$ cat src/rtl/traffic_pkg.sv
`default_nettype none
// ============================================================================
// Module      : traffic_pkg
// Description : Shared types and helpers for the intersection phase scheduler.
// Revision    : 1.0 - initial release
// ============================================================================
package traffic_pkg;

    localparam int c_LAMP_W = 4;

    typedef enum logic [1:0] {
        IDLE    = 2'd0,
        GREEN   = 2'd1,
        YELLOW  = 2'd2,
        ALL_RED = 2'd3
    } state_t;

    typedef enum logic [1:0] {
        APP_N = 2'd0,
        APP_E = 2'd1,
        APP_S = 2'd2,
        APP_W = 2'd3
    } approach_t;

    function automatic logic [c_LAMP_W-1:0] approach_onehot(input logic [1:0] a);
        approach_onehot = c_LAMP_W'(1) << a;
    endfunction

endpackage
`default_nettype wire

$ cat src/rtl/rr_pick4.sv
`default_nettype none
// ============================================================================
// Module      : rr_pick4
// Description : Combinational 4-way round-robin picker; searches last+1 onward.
// Revision    : 1.0 - initial release
// ============================================================================
module rr_pick4 (
    input  logic [3:0] cand,
    input  logic [1:0] last,
    output logic [1:0] winner,
    output logic       valid
);

    // Walk from the farthest offset down so the nearest candidate after
    // 'last' overrides; offset 4 wraps to 'last' itself.
    always_comb begin
        winner = last;
        valid  = 1'b0;
        for (int k = 4; k >= 1; k--) begin
            if (cand[2'(int'(last) + k)]) begin
                winner = 2'(int'(last) + k);
                valid  = 1'b1;
            end
        end
    end

endmodule
`default_nettype wire

$ cat src/rtl/traffic_phase_scheduler.sv
`default_nettype none
// ============================================================================
// Module      : traffic_phase_scheduler
// Description : Four-approach round-robin green/yellow/all-red phase sequencer.
// Revision    : 1.0 - initial release
// ============================================================================
module traffic_phase_scheduler
    import traffic_pkg::*;
#(
    parameter int TW        = 8,
    parameter int MIN_GREEN = 10,
    parameter int MAX_GREEN = 40,
    parameter int YELLOW_T  = 4,
    parameter int CLEAR_T   = 2
) (
    input  logic                clk,
    input  logic                res,
    input  logic                en,
    input  logic [c_LAMP_W-1:0] req,
    output logic [c_LAMP_W-1:0] green,
    output logic [c_LAMP_W-1:0] yellow,
    output logic [c_LAMP_W-1:0] red,
    output logic [1:0]          phase,
    output logic                busy
);

    localparam logic [TW-1:0] c_MIN_LAST   = TW'(MIN_GREEN - 1);
    localparam logic [TW-1:0] c_MAX_LAST   = TW'(MAX_GREEN - 1);
    localparam logic [TW-1:0] c_YEL_LAST   = TW'(YELLOW_T - 1);
    localparam logic [TW-1:0] c_CLR_LAST   = TW'(CLEAR_T - 1);
    localparam logic [TW-1:0] c_TIMER_MAX  = '1;

    state_t                r_state;
    state_t                w_state_nxt;
    logic [TW-1:0]         r_timer;
    logic [c_LAMP_W-1:0]   r_pend;
    logic [c_LAMP_W-1:0]   w_pend_nxt;
    logic [1:0]            r_last;
    logic [1:0]            w_last_nxt;
    logic [c_LAMP_W-1:0]   w_cand;
    logic [c_LAMP_W-1:0]   w_oth;
    logic [c_LAMP_W-1:0]   w_green;
    logic [c_LAMP_W-1:0]   w_yellow;
    logic [c_LAMP_W-1:0]   w_grant_vec;
    logic                  w_grant;
    logic [1:0]            w_winner;
    logic                  w_valid;

    rr_pick4 u_pick (
        .cand   (w_cand),
        .last   (r_last),
        .winner (w_winner),
        .valid  (w_valid)
    );

    always_ff @(posedge clk) begin
        if (res) begin
            r_state <= IDLE;
            r_timer <= '0;
            r_pend  <= '0;
            r_last  <= APP_W;
        end else if (en) begin
            r_state <= w_state_nxt;
            r_last  <= w_last_nxt;
            r_pend  <= w_pend_nxt;
            if (w_state_nxt != r_state) begin
                r_timer <= '0;
            end else if (r_timer != c_TIMER_MAX) begin
                r_timer <= r_timer + 1'b1;
            end
        end
    end

    always_comb begin
        w_cand      = r_pend | req;
        w_oth       = w_cand & ~approach_onehot(r_last);
        w_green     = (r_state == GREEN)  ? approach_onehot(r_last) : '0;
        w_yellow    = (r_state == YELLOW) ? approach_onehot(r_last) : '0;
        w_state_nxt = r_state;
        w_last_nxt  = r_last;
        w_grant     = 1'b0;

        case (r_state)
            IDLE: begin
                if (w_valid) begin
                    w_state_nxt = GREEN;
                    w_last_nxt  = w_winner;
                    w_grant     = 1'b1;
                end
            end
            GREEN: begin
                // MAX_GREEN >= MIN_GREEN, so the cap never delays an exit.
                if ((w_oth != '0) &&
                    ((r_timer >= c_MIN_LAST) || (r_timer >= c_MAX_LAST))) begin
                    w_state_nxt = YELLOW;
                end
            end
            YELLOW: begin
                if (r_timer == c_YEL_LAST) begin
                    w_state_nxt = ALL_RED;
                end
            end
            ALL_RED: begin
                if (r_timer == c_CLR_LAST) begin
                    if (w_valid) begin
                        w_state_nxt = GREEN;
                        w_last_nxt  = w_winner;
                        w_grant     = 1'b1;
                    end else begin
                        w_state_nxt = IDLE;
                    end
                end
            end
            default: w_state_nxt = IDLE;
        endcase

        // A grant clears its own request even if it re-asserts on the same edge.
        w_grant_vec = w_grant ? approach_onehot(w_winner) : '0;
        w_pend_nxt  = w_cand & ~w_grant_vec & ~w_green;
    end

    assign green  = w_green;
    assign yellow = w_yellow;
    assign red    = ~(w_green | w_yellow);
    assign phase  = r_last;
    assign busy   = (r_state != IDLE);

endmodule
`default_nettype wire

$ cat config.mk
export PLATFORM = sky130hd
export DESIGN_NAME = traffic_phase_scheduler
export DESIGN_NICKNAME = d
export VERILOG_FILES = /design/src/rtl/traffic_pkg.sv /design/src/rtl/rr_pick4.sv /design/src/rtl/traffic_phase_scheduler.sv
export SDC_FILE = /design/constraint.sdc
export NUM_CORES = 1
export LEC_CHECK = 0
export ABC_AREA = 1
export BUFFER_PORTS_ARGS = -buffer_cell sky130_fd_sc_hd__buf_2
export CORE_UTILIZATION = 56
export DETAILED_ROUTE_END_ITERATION = 8
export PLACE_DENSITY = 0.75
export SKIP_CTS_REPAIR_TIMING = 1
export SYNTH_ARGS = -nofsm -noshare
export SYNTH_HDL_FRONTEND = slang
export SYNTH_HIERARCHICAL = 1
export SYNTH_SLANG_ARGS = --single-unit
$ cat constraint.sdc
create_clock -name clk -period 2.9 [get_ports clk]
set_clock_uncertainty 0.2 [all_clocks]
set_input_delay 0.58 -clock clk [delete_from_list [all_inputs] [get_ports clk]]
set_output_delay 0.58 -clock clk [all_outputs]
set_load 0.005 [all_outputs]
==> flow_metrics.env <==
export IMPL_syn_inst=247
export IMPL_final_cell_area_um2=1690
export IMPL_ys_ff_latch=16
export IMPL_place_ws_ns=0.0312
export IMPL_holdPathStages=2
export IMPL_yosysSeqAreaShare_pct=21.1
export IMPL_grt_max_degree=14
export IMPL_period_minus_slack_ns=2.57
export IMPL_drive_gt1_share_pct=22.9
export IMPL_fin_crit_sh_pct=88.7
export IMPL_sequentialPowerShare_pct=34.7
export IMPL_finalHoldViolations=0
export IMPL_n_antenna_cell=0
export IMPL_wire_per_inst_um=11.9
export IMPL_grt_pass1_vias=1333
export IMPL_die_area_um2=2920
export IMPL_drv_slew=0
export IMPL_vias_per_cell=5.37
export IMPL_fmax_ghz=0.389
export IMPL_h_tree_depth=1
export IMPL_synth_largest_area_cell="dfxtp_1"
export IMPL_switching_power_uw=321
export IMPL_ant_nets=0
export IMPL_crit_required_ns=2.91
export IMPL_cts_buffer_depth=2
export IMPL_yosysTopAreaCellShare_pct=21.1
export IMPL_num_vias=1615
export IMPL_yosysUniqueCellTypes=29
export IMPL_cts_buffers=3
export IMPL_peakVddDrop_mv=0.344
export IMPL_cts_root_buffer="clkbuf_4"
export IMPL_placed_cell_area_um2=1650
export IMPL_whs_ns=0.273
export IMPL_tightestPinTransition_ns=0.451
export IMPL_synth_top_family_by_area="simple AND/OR/NAND/NOR gates"
export IMPL_core_area_um2=2520
export IMPL_netSwitchingFraction_pct=42.8
export IMPL_fin_nets=286
export IMPL_endpoint_kind="flip-flop"
export IMPL_clkPwrFrac_pct=21.2
export IMPL_insertion_delay_ns=0.31
export IMPL_met1_length_um=1820
export IMPL_synthFlopType="dfxtp_1"
export IMPL_p_leak_nw=0.879
export IMPL_synthAdderAreaFrac_pct=5.77
export IMPL_ys_top_cells_by_area="dfxtp_1 (21%), nand2_1 (13%), inv_1 (10%)"
export IMPL_drtIter0Drc=61
export IMPL_dpl_hpwl_um=2690
export IMPL_power_density_nw_per_um2=444
export IMPL_netlist_top_cells_count="nand2_1 (54), inv_1 (41), nor2_1 (26), nand3_1 (23), a21oi_1 (17)"
export IMPL_grt_use_total_pct=26.9
export IMPL_maxCapViolations=0
export IMPL_portBuffers=21
export IMPL_wl_met2_um=1530
export IMPL_r2r_worst_path_cells=21
export IMPL_syn_area_um2=1520
export IMPL_top_layer_used="met4"
export IMPL_hold_path_class="reg -> reg"
export IMPL_synth_nets=261
export IMPL_crit_fanout=9
export IMPL_dr_pass1_iters=4
export IMPL_synthArstFlopShare_pct=0
export IMPL_area_delta_synth_final_pct=11.2
export IMPL_yosys_area_share_simple_pct=44.6
export IMPL_p_comb_share_pct=44.0
export IMPL_antenna_found_initial=0
export IMPL_synth_compound_area_share_pct=12.8
export IMPL_synthMuxAreaShare_pct=0
export IMPL_tns_ns=0
export IMPL_status="complete, no violations"
export IMPL_synth_edf_count=0
export IMPL_start_kind="primary input"
export IMPL_syn_avg_cell_area_um2=6.15
export IMPL_fill_cells=249
export IMPL_clock_sinks=16
export IMPL_worstPathArrival_ns=2.58
export IMPL_synth_most_common_cell="nand2_1"
export IMPL_slew_headroom_pct=69.9
export IMPL_initial_core_util_pct=60.2
export IMPL_fin_ws_ns=0.326
export IMPL_setup_violations=0
export IMPL_synth_xor_area_share_pct=2.31
export IMPL_rsz0062_at_grt="false"
export IMPL_path_class="in -> reg"
export IMPL_clkTransAtPathRegs_ns=0.10
export IMPL_gp_congestion=0.798
export IMPL_grt_pass1_wl_um=5680
export IMPL_die_x_um=54.1
export IMPL_synth_warning_count=6
export IMPL_met3_length_um=210
export IMPL_drt_wl_total_um=3580
export IMPL_drc=0
export IMPL_num_rows=18
export IMPL_io_pins=22
export IMPL_grt_overflow=0
export IMPL_fp_dieH_um=54.1
export IMPL_power_internal_uw=429
export IMPL_cts_tree="built"
[final timing paths]
kind | from | to | slack (ns)
max | req[3] | r_timer[0] | 0.33
min | r_pend[1] | r_pend[1] | 0.27
min reg2reg | r_pend[1] | r_pend[1] | 0.27
max reg2reg | phase[0] | r_timer[0] | 0.34
[kinds of logic after synthesis]
logic type / Yosys count
compound gates: 33
xor+xnor: 4
fa+ha+maj: 7
buf+inv: 48
flops: 16
simple gates: 139
[sequential cells by signal, indices dropped and copies added, names as in the netlist]
| register | count |
|---|---|
| r_pend | 4 |
| r_state | 2 |
| r_timer | 8 |
| phase | 2 |
[stage by stage]
| stage | cells | utilization, % | power (mW) |
|---|---|---|---|
| after floorplan | 247 | - | 0.514 |
| after global routing | 301 | 67.0 | 0.804 |
| after CTS | 301 | 67.0 | 0.751 |
| after detailed placement | 297 | 65.5 | 0.590 |
| after global placement | 297 | 65.5 | 0.588 |
| final | 301 | 67.0 | 0.749 |
[worst max-delay path: stages]
cell	delay (ns)
buf_2	0.11
or2_2	0.32
nand2_4	0.08
nand2_2	0.05
nand2_1	0.10
nand2_2	0.07
a21oi_1	0.14
nand2_1	0.10
nand2_1	0.08
inv_1	0.05
nand2_1	0.05
nand2_1	0.05
nor2_2	0.11
nand3_2	0.08
nand2_2	0.08
nand2_2	0.06
nand2_4	0.07
nand3_2	0.08
nand2_4	0.12
nand2_2	0.06
nor2_1	0.09
nor2_1	0.05
[placed cells by master (no fill, tap or decap)]
cell,count
inv_8,1
a21oi_1,17
clkbuf_8,1
dfxtp_1,16
or2_2,1
nor2_4,2
ha_1,7
a31o_2,1
clkbuf_4,3
inv_1,41
nand3_2,3
buf_4,3
nor2_2,3
nand4_1,5
nor3_2,1
nand2_1,54
inv_2,2
o21ai_1,2
o21ai_0,5
a22oi_1,1
o21ai_2,1
o2111ai_1,3
nor3_1,2
nand3_1,23
buf_2,21
nand2_4,3
xor2_1,4
o211ai_1,3
nand2_2,16
nor2_1,26
[power groups by stage]
stage	clock (mW)	combinational, mW	sequential, mW
final	0.159	0.330	0.260
after global routing	0.171	0.370	0.263
after CTS	0.164	0.326	0.260
after detailed placement	0	0.325	0.265
after global placement	0	0.323	0.265
after floorplan	0	0.258	0.256
[metal layers]
metal	vias to the layer above	GRT usage, %
met2	51	42.2
met3	4	6.78
met5	-	0
li1	831	-
met1	729	36.4
met4	0	6.84
[area by class of cell]
| type | instances | area [um2] | area share [%] |
|---|---|---|---|
| Sequential cell | 16 | 320 | 19.0 |
| Inverter | 44 | 173 | 10.2 |
| Timing Repair Buffer | 24 | 128 | 7.56 |
| Multi-Input combinational cell | 183 | 995 | 58.9 |
| Tap cell | 30 | 37.5 | 2.22 |
| Clock buffer | 4 | 36.3 | 2.15 |
No activity file was read; power rests on OpenSTA's default activity.
